$ cat config.mk
export PLATFORM = sky130hd
export DESIGN_NAME = cond_branch_predictor
export DESIGN_NICKNAME = d
export VERILOG_FILES = /design/src/rtl/cond_branch_predictor_pkg.sv /design/src/rtl/cond_branch_predictor_sat_counter2.sv /design/src/rtl/cond_branch_predictor.sv
export SDC_FILE = /design/constraint.sdc
export NUM_CORES = 1
export LEC_CHECK = 0
export ABC_AREA = 1
export BUFFER_PORTS_ARGS = -buffer_cell sky130_fd_sc_hd__buf_2
export CAP_MARGIN = 15
export CORE_MARGIN = 4
export CORE_UTILIZATION = 25
export CTS_BUF_LIST = sky130_fd_sc_hd__clkbuf_16
export DETAILED_ROUTE_END_ITERATION = 8
export PLACE_DENSITY = 0.39
export SYNTH_ARGS = -nofsm -noshare
export SYNTH_HDL_FRONTEND = slang
export SYNTH_HIERARCHICAL = 1
export SYNTH_SLANG_ARGS = --single-unit
$ cat constraint.sdc
create_clock -name CLK -period 2.3 [get_ports CLK]
set_input_delay 0.46 -clock CLK [delete_from_list [all_inputs] [get_ports CLK]]
set_output_delay 0.46 -clock CLK [all_outputs]
set_load 0.01 [all_outputs]
$ cat src/rtl/cond_branch_predictor_pkg.sv
// Shared types and constants for the conditional branch predictor.
// Opcode encodings are the full 7-bit fetch opcode {opcode[6:2], opcode[1:0]}.
package cond_branch_predictor_pkg;

  typedef logic [1:0] cnt2_t;

  localparam cnt2_t CNT_SNT = 2'b00;
  localparam cnt2_t CNT_WNT = 2'b01;
  localparam cnt2_t CNT_WT  = 2'b10;
  localparam cnt2_t CNT_ST  = 2'b11;

  localparam logic [6:0] OP_BRN  = 7'b0010000;
  localparam logic [6:0] OP_CALL = 7'b0010001;
  localparam logic [6:0] OP_BREQ = 7'b0010010;
  localparam logic [6:0] OP_BRNE = 7'b0010011;
  localparam logic [6:0] OP_BRCS = 7'b0010100;
  localparam logic [6:0] OP_BRCC = 7'b0010101;

  function automatic logic is_cond_op(input logic [6:0] op);
    return (op == OP_BREQ) || (op == OP_BRNE) || (op == OP_BRCS) || (op == OP_BRCC);
  endfunction

endpackage

$ cat src/rtl/cond_branch_predictor_sat_counter2.sv
// One 2-bit saturating up/down counter; one instance per predictor table entry.
module sat_counter2
  import cond_branch_predictor_pkg::*;
#(
  parameter cnt2_t RST_VAL = CNT_WNT
) (
  input  logic  i_clk,
  input  logic  i_rst_n,
  input  logic  i_en,
  input  logic  i_up,
  output cnt2_t o_cnt
);

  cnt2_t r_cnt;

  always_ff @(posedge i_clk) begin
    if (!i_rst_n) begin
      r_cnt <= RST_VAL;
    end else if (i_en) begin
      if (i_up && (r_cnt != CNT_ST)) begin
        r_cnt <= r_cnt + 2'd1;
      end else if (!i_up && (r_cnt != CNT_SNT)) begin
        r_cnt <= r_cnt - 2'd1;
      end
    end
  end

  assign o_cnt = r_cnt;

endmodule

$ cat src/rtl/cond_branch_predictor.sv
// Conditional-branch predictor: 2-bit counter table read at fetch, trained at execute,
// with a registered mispredict redirect and saturating statistics.
module cond_branch_predictor
  import cond_branch_predictor_pkg::*;
#(
  parameter int    IDX_W   = 6,
  parameter cnt2_t CNT_RST = 2'b01,
  parameter int    STAT_W  = 16
) (
  input  logic              CLK,
  input  logic              RST_N,
  input  logic [4:0]        CBP_OPCODE_HI_5,
  input  logic [1:0]        CBP_OPCODE_LO_2,
  input  logic [9:0]        CBP_CURR_ADDR,
  input  logic              CBP_NOP_CLR,
  output logic              CBP_PRED_TAKEN,
  input  logic              CBP_UPD_EN,
  input  logic [9:0]        CBP_UPD_ADDR,
  input  logic [9:0]        CBP_UPD_BRN_ADDR,
  input  logic              CBP_UPD_TAKEN,
  input  logic              CBP_UPD_PRED,
  output logic              CBP_MISPRED,
  output logic [9:0]        CBP_REDIRECT_ADDR,
  output logic [STAT_W-1:0] CBP_PRED_CNT,
  output logic [STAT_W-1:0] CBP_MISS_CNT
);

  localparam int N_ENT = 2 ** IDX_W;

  cnt2_t            w_cnt [N_ENT];
  logic [IDX_W-1:0] w_rd_idx;
  logic [IDX_W-1:0] w_upd_idx;
  logic [6:0]       w_op;
  logic             w_miss;
  logic             w_unused;

  logic              r_mispred;
  logic [9:0]        r_redirect;
  logic [STAT_W-1:0] r_pred_cnt;
  logic [STAT_W-1:0] r_miss_cnt;

  assign w_op      = {CBP_OPCODE_HI_5, CBP_OPCODE_LO_2};
  assign w_rd_idx  = CBP_CURR_ADDR[IDX_W-1:0];
  assign w_upd_idx = CBP_UPD_ADDR[IDX_W-1:0];
  assign w_miss    = CBP_UPD_EN && (CBP_UPD_TAKEN != CBP_UPD_PRED);
  assign w_unused  = ^{CBP_CURR_ADDR[9:IDX_W], CBP_UPD_ADDR[9:IDX_W]};

  for (genvar i = 0; i < N_ENT; i++) begin : g_ent
    sat_counter2 #(.RST_VAL(CNT_RST)) u_cnt (
      .i_clk   (CLK),
      .i_rst_n (RST_N),
      .i_en    (CBP_UPD_EN && (w_upd_idx == IDX_W'(i))),
      .i_up    (CBP_UPD_TAKEN),
      .o_cnt   (w_cnt[i])
    );
  end

  // Table read returns the registered value, so a same-cycle update is seen next cycle.
  assign CBP_PRED_TAKEN = is_cond_op(w_op) && !CBP_NOP_CLR && w_cnt[w_rd_idx][1];

  always_ff @(posedge CLK) begin
    if (!RST_N) begin
      r_mispred  <= 1'b0;
      r_redirect <= '0;
      r_pred_cnt <= '0;
      r_miss_cnt <= '0;
    end else begin
      r_mispred <= w_miss;
      if (w_miss) begin
        r_redirect <= CBP_UPD_TAKEN ? CBP_UPD_BRN_ADDR : CBP_UPD_ADDR + 10'd1;
      end
      if (CBP_UPD_EN && (r_pred_cnt != '1)) begin
        r_pred_cnt <= r_pred_cnt + STAT_W'(1);
      end
      if (w_miss && (r_miss_cnt != '1)) begin
        r_miss_cnt <= r_miss_cnt + STAT_W'(1);
      end
    end
  end

  assign CBP_MISPRED       = r_mispred;
  assign CBP_REDIRECT_ADDR = r_redirect;
  assign CBP_PRED_CNT      = r_pred_cnt;
  assign CBP_MISS_CNT      = r_miss_cnt;

endmodule

==> impl_results.md <==
* Initial antenna violation count at 3
* Met2 wire length at 13900 um
* Overall power at 6.44 mW
* Worst Tran Pin Value at ~640 ps
* Via/cell ratio at 4.30
* Die ar. at about 43000 um2
* Post-Synth XOR/XNOR Area at 1.05%
* Cell Rows at 73
* Required @ worst endpoint at 1840 ps
* First-pass GRT wire length at 48900 um
* Final setup viols at 0
* Crit end category: output pin
* Routed wl met3 at 1080 um
* Final non-filler cell total at approximately 2400
* Layout Nets at about 1900
* Min cycle time layout at around 2200 ps
* Chip height at 208 um
* Mux cell area share after synthesis at 0%
* DRC Markers at 0
* Detailed Route WL at 30900 um
* GRT Total Usage at 14.1%
* Core Footprint at ~40000 um2
* Area delta synth->final at 17.9%
* Max VDD drop at 0.000509 V
* DIE WIDTH at between 200 and 250 um
* Syn_area_per_cell at 5.74 um2
* Num CTS Buffers at 17
* # IOs at 87
* GRT overflow at 0
* Via count at 10253
* Fraction of the cycle the final worst path needs at ~94%
* Synth Area in Adders at less than 1%
* Final hold violation count at 0
* Clk_lat worst skew at 450 ps
* Top routing layer in use: met5
* Status: finished, final reports clean
* CTS clk-pin slew, worst paths at 70 ps
* Routability cong. at 0.774
* Clock sinks at around 170
* Number of port buffers at 81
* Headroom to the max-slew limit at 57.6%
* Gate Count Post-Synth at 1747
* Hold Crit Class: in2reg
* Flop and latch count out of synthesis at 171
* Yosys Warn Count at 6
* DP Wirelength at 21800 um
* Max Freq at 461 MHz
* Max-slew violations at 0
* Wire per inst at 13.0 um
* CP Launch Type: input pin
* Pwr per Cell Area at between 500 and 600 nW/um2
* Starting density of the core at between 20 and 30%
* Crit path DAT at 1710 ps
* H-tree Lvls at 4
* Vias in the first global route at 9131
* Worst Setup Path Type: in2out
* Remaining antenna violation count at 0
* Synth cell types at 33
* Share of layout cells above drive strength 1 at 11.2%
* Pin count of the biggest net entering global routing at 115
* Max-cap violations at 0
* Clk buf depth at 2
* Leakage Power at 5.58 nW
* Largest family of logic cells by synthesized area: simple AND/OR/NAND/NOR gates
* TritonCTS clock tree: built
* Post-Syn Nets at 1796
* Initial DRC Count at 627
* Synth Area in Simple Gates at 46.4%
* Fin Clk Skew at 5.43 ps
* Synth Cell Area at 10000 um2
* Synth Area in Compound Gates at 6.94%
* WL met1 at 15600 um
* Crit path max fanout at 9
* CTS root buffer: clkbuf_16
* DRT Pass-1 Iters at 5
* Placed Instances at between 2000 and 2500
* RSZ-0062 raised after global routing: false
* Register area share after synthesis at 34.1%
[metrics by stage]
| stage | util (%) | instance area (um2) | hold slack (ps) | setup WS, ps | setup TNS, ps |
|---|---|---|---|---|---|
| after floorplan | - | 10000 | 481 | 367 | 0 |
| after global placement | 28.1 | 11200 | 457 | -24.9 | -24.9 |
| after detailed placement | 28.1 | 11200 | 459 | -2.81 | -2.81 |
| after CTS | 29.6 | 11800 | 244 | 2.31 | 0 |
| after global routing | 29.8 | 11800 | 260 | 4.76 | 0 |
| final | 29.8 | 11800 | 281 | 129 | 0 |
[power by group]
group          leakage, nW  switching, mW  internal [mW]  total (mW)
Combinational         3.90          0.399          0.184       0.583
Clock                0.274           1.33           1.49        2.82
Sequential            1.41         0.0388           3.00        3.03
Total                 5.58           1.77           4.67        6.44
[layer usage]
layer	vias to the layer above	global-route usage (%)
met3	22	2.96
met5	-	0
met4	4	3.60
li1	5578	-
met1	4519	19.0
met2	130	22.9
[synthesized netlist by cell type, drive strengths merged]
cell type / n / area (um2)
o21ai: 95 / 479
nor3b: 3 / 22.5
nor4: 1 / 6.26
buf: 18 / 120
nor2: 362 / 1380
inv: 243 / 915
a31oi: 2 / 12.5
nand4: 11 / 68.8
ha: 6 / 75.1
nor3: 17 / 100
a21oi: 37 / 193
clkbuf: 10 / 37.5
nand2: 595 / 2250
xor2: 7 / 61.3
nand3: 160 / 821
and3: 2 / 12.5
clkinv: 1 / 3.75
o2111a: 1 / 11.3
xnor2: 5 / 43.8
dfxtp: 171 / 3420
[kinds of logic (layout without fill, tap and decap cells)]
kind of cell | after synthesis | in the layout
AOI/OAI and AO/OA | 135 | 135
xor gates and xnor gates | 12 | 12
adders and majority gates | 6 | 6
buffers and inverters | 272 | 381
DFF | 171 | 171
other | 0 | 1
and+or+nand+nor | 1151 | 1151
[path summary, 6_finish.rpt]
check	start	to	slack [ps]	depth (start not counted)
setup / recovery	CBP_CURR_ADDR[0]	CBP_PRED_TAKEN	130	12
hold / removal	CBP_UPD_BRN_ADDR[1]	CBP_REDIRECT_ADDR[1]	280	3
setup reg to reg	CBP_MISS_CNT[0]	CBP_MISS_CNT[7]	460	9
hold reg to reg	CBP_REDIRECT_ADDR[7]	CBP_REDIRECT_ADDR[7]	470	2
[repair_timing]
item,in CTS,in global routing
pin swaps,0,1
resized for setup,25,33
hold buffers,0,0
buffers inserted,1,0
setup endpoints to repair,1,1
[worst max-delay path, cell delays in order]
cell and delay, ps:
buf_2 130, inv_2 100, buf_4 170, nand2_1 60, nand3_1 70, nand3_1 90
nand3_2 100, nand3_1 70, nand3_1 80, nand2_1 60, nor2_2 160, buf_2 160
[cell type report]
class / count / area, um2
fillers: 4465 / 27900
multi-input cells: 1304 / 5540
flip-flops and latches: 171 / 3490
inverters: 244 / 922
repair buffers: 105 / 664
well taps: 525 / 657
clock buffers: 17 / 425
clock inverters: 15 / 124
diodes: 1 / 2.50
[sequential cells by signal, indices dropped and copies added (netlist names)]
| register | count |
|---|---|
| CBP_MISS_CNT | 16 |
| CBP_REDIRECT_ADDR | 10 |
| g_ent.u_cnt/o_cnt | 128 |
| CBP_MISPRED | 1 |
| CBP_PRED_CNT | 16 |
[layout by cell type (no fill, tap or decap), drive strengths merged, types with 2 or more instances in the layout]
master,count
a31oi,2
dfxtp,171
inv,246
clkinv,9
clkinvlp,3
o21ai,95
buf,105
nor3,17
nand3,160
xnor2,5
and3,2
nor3b,3
xor2,7
ha,6
a21oi,37
nor2,362
nand4,11
nand2,595
clkbuf,17
(Power assumes the default switching activity.)
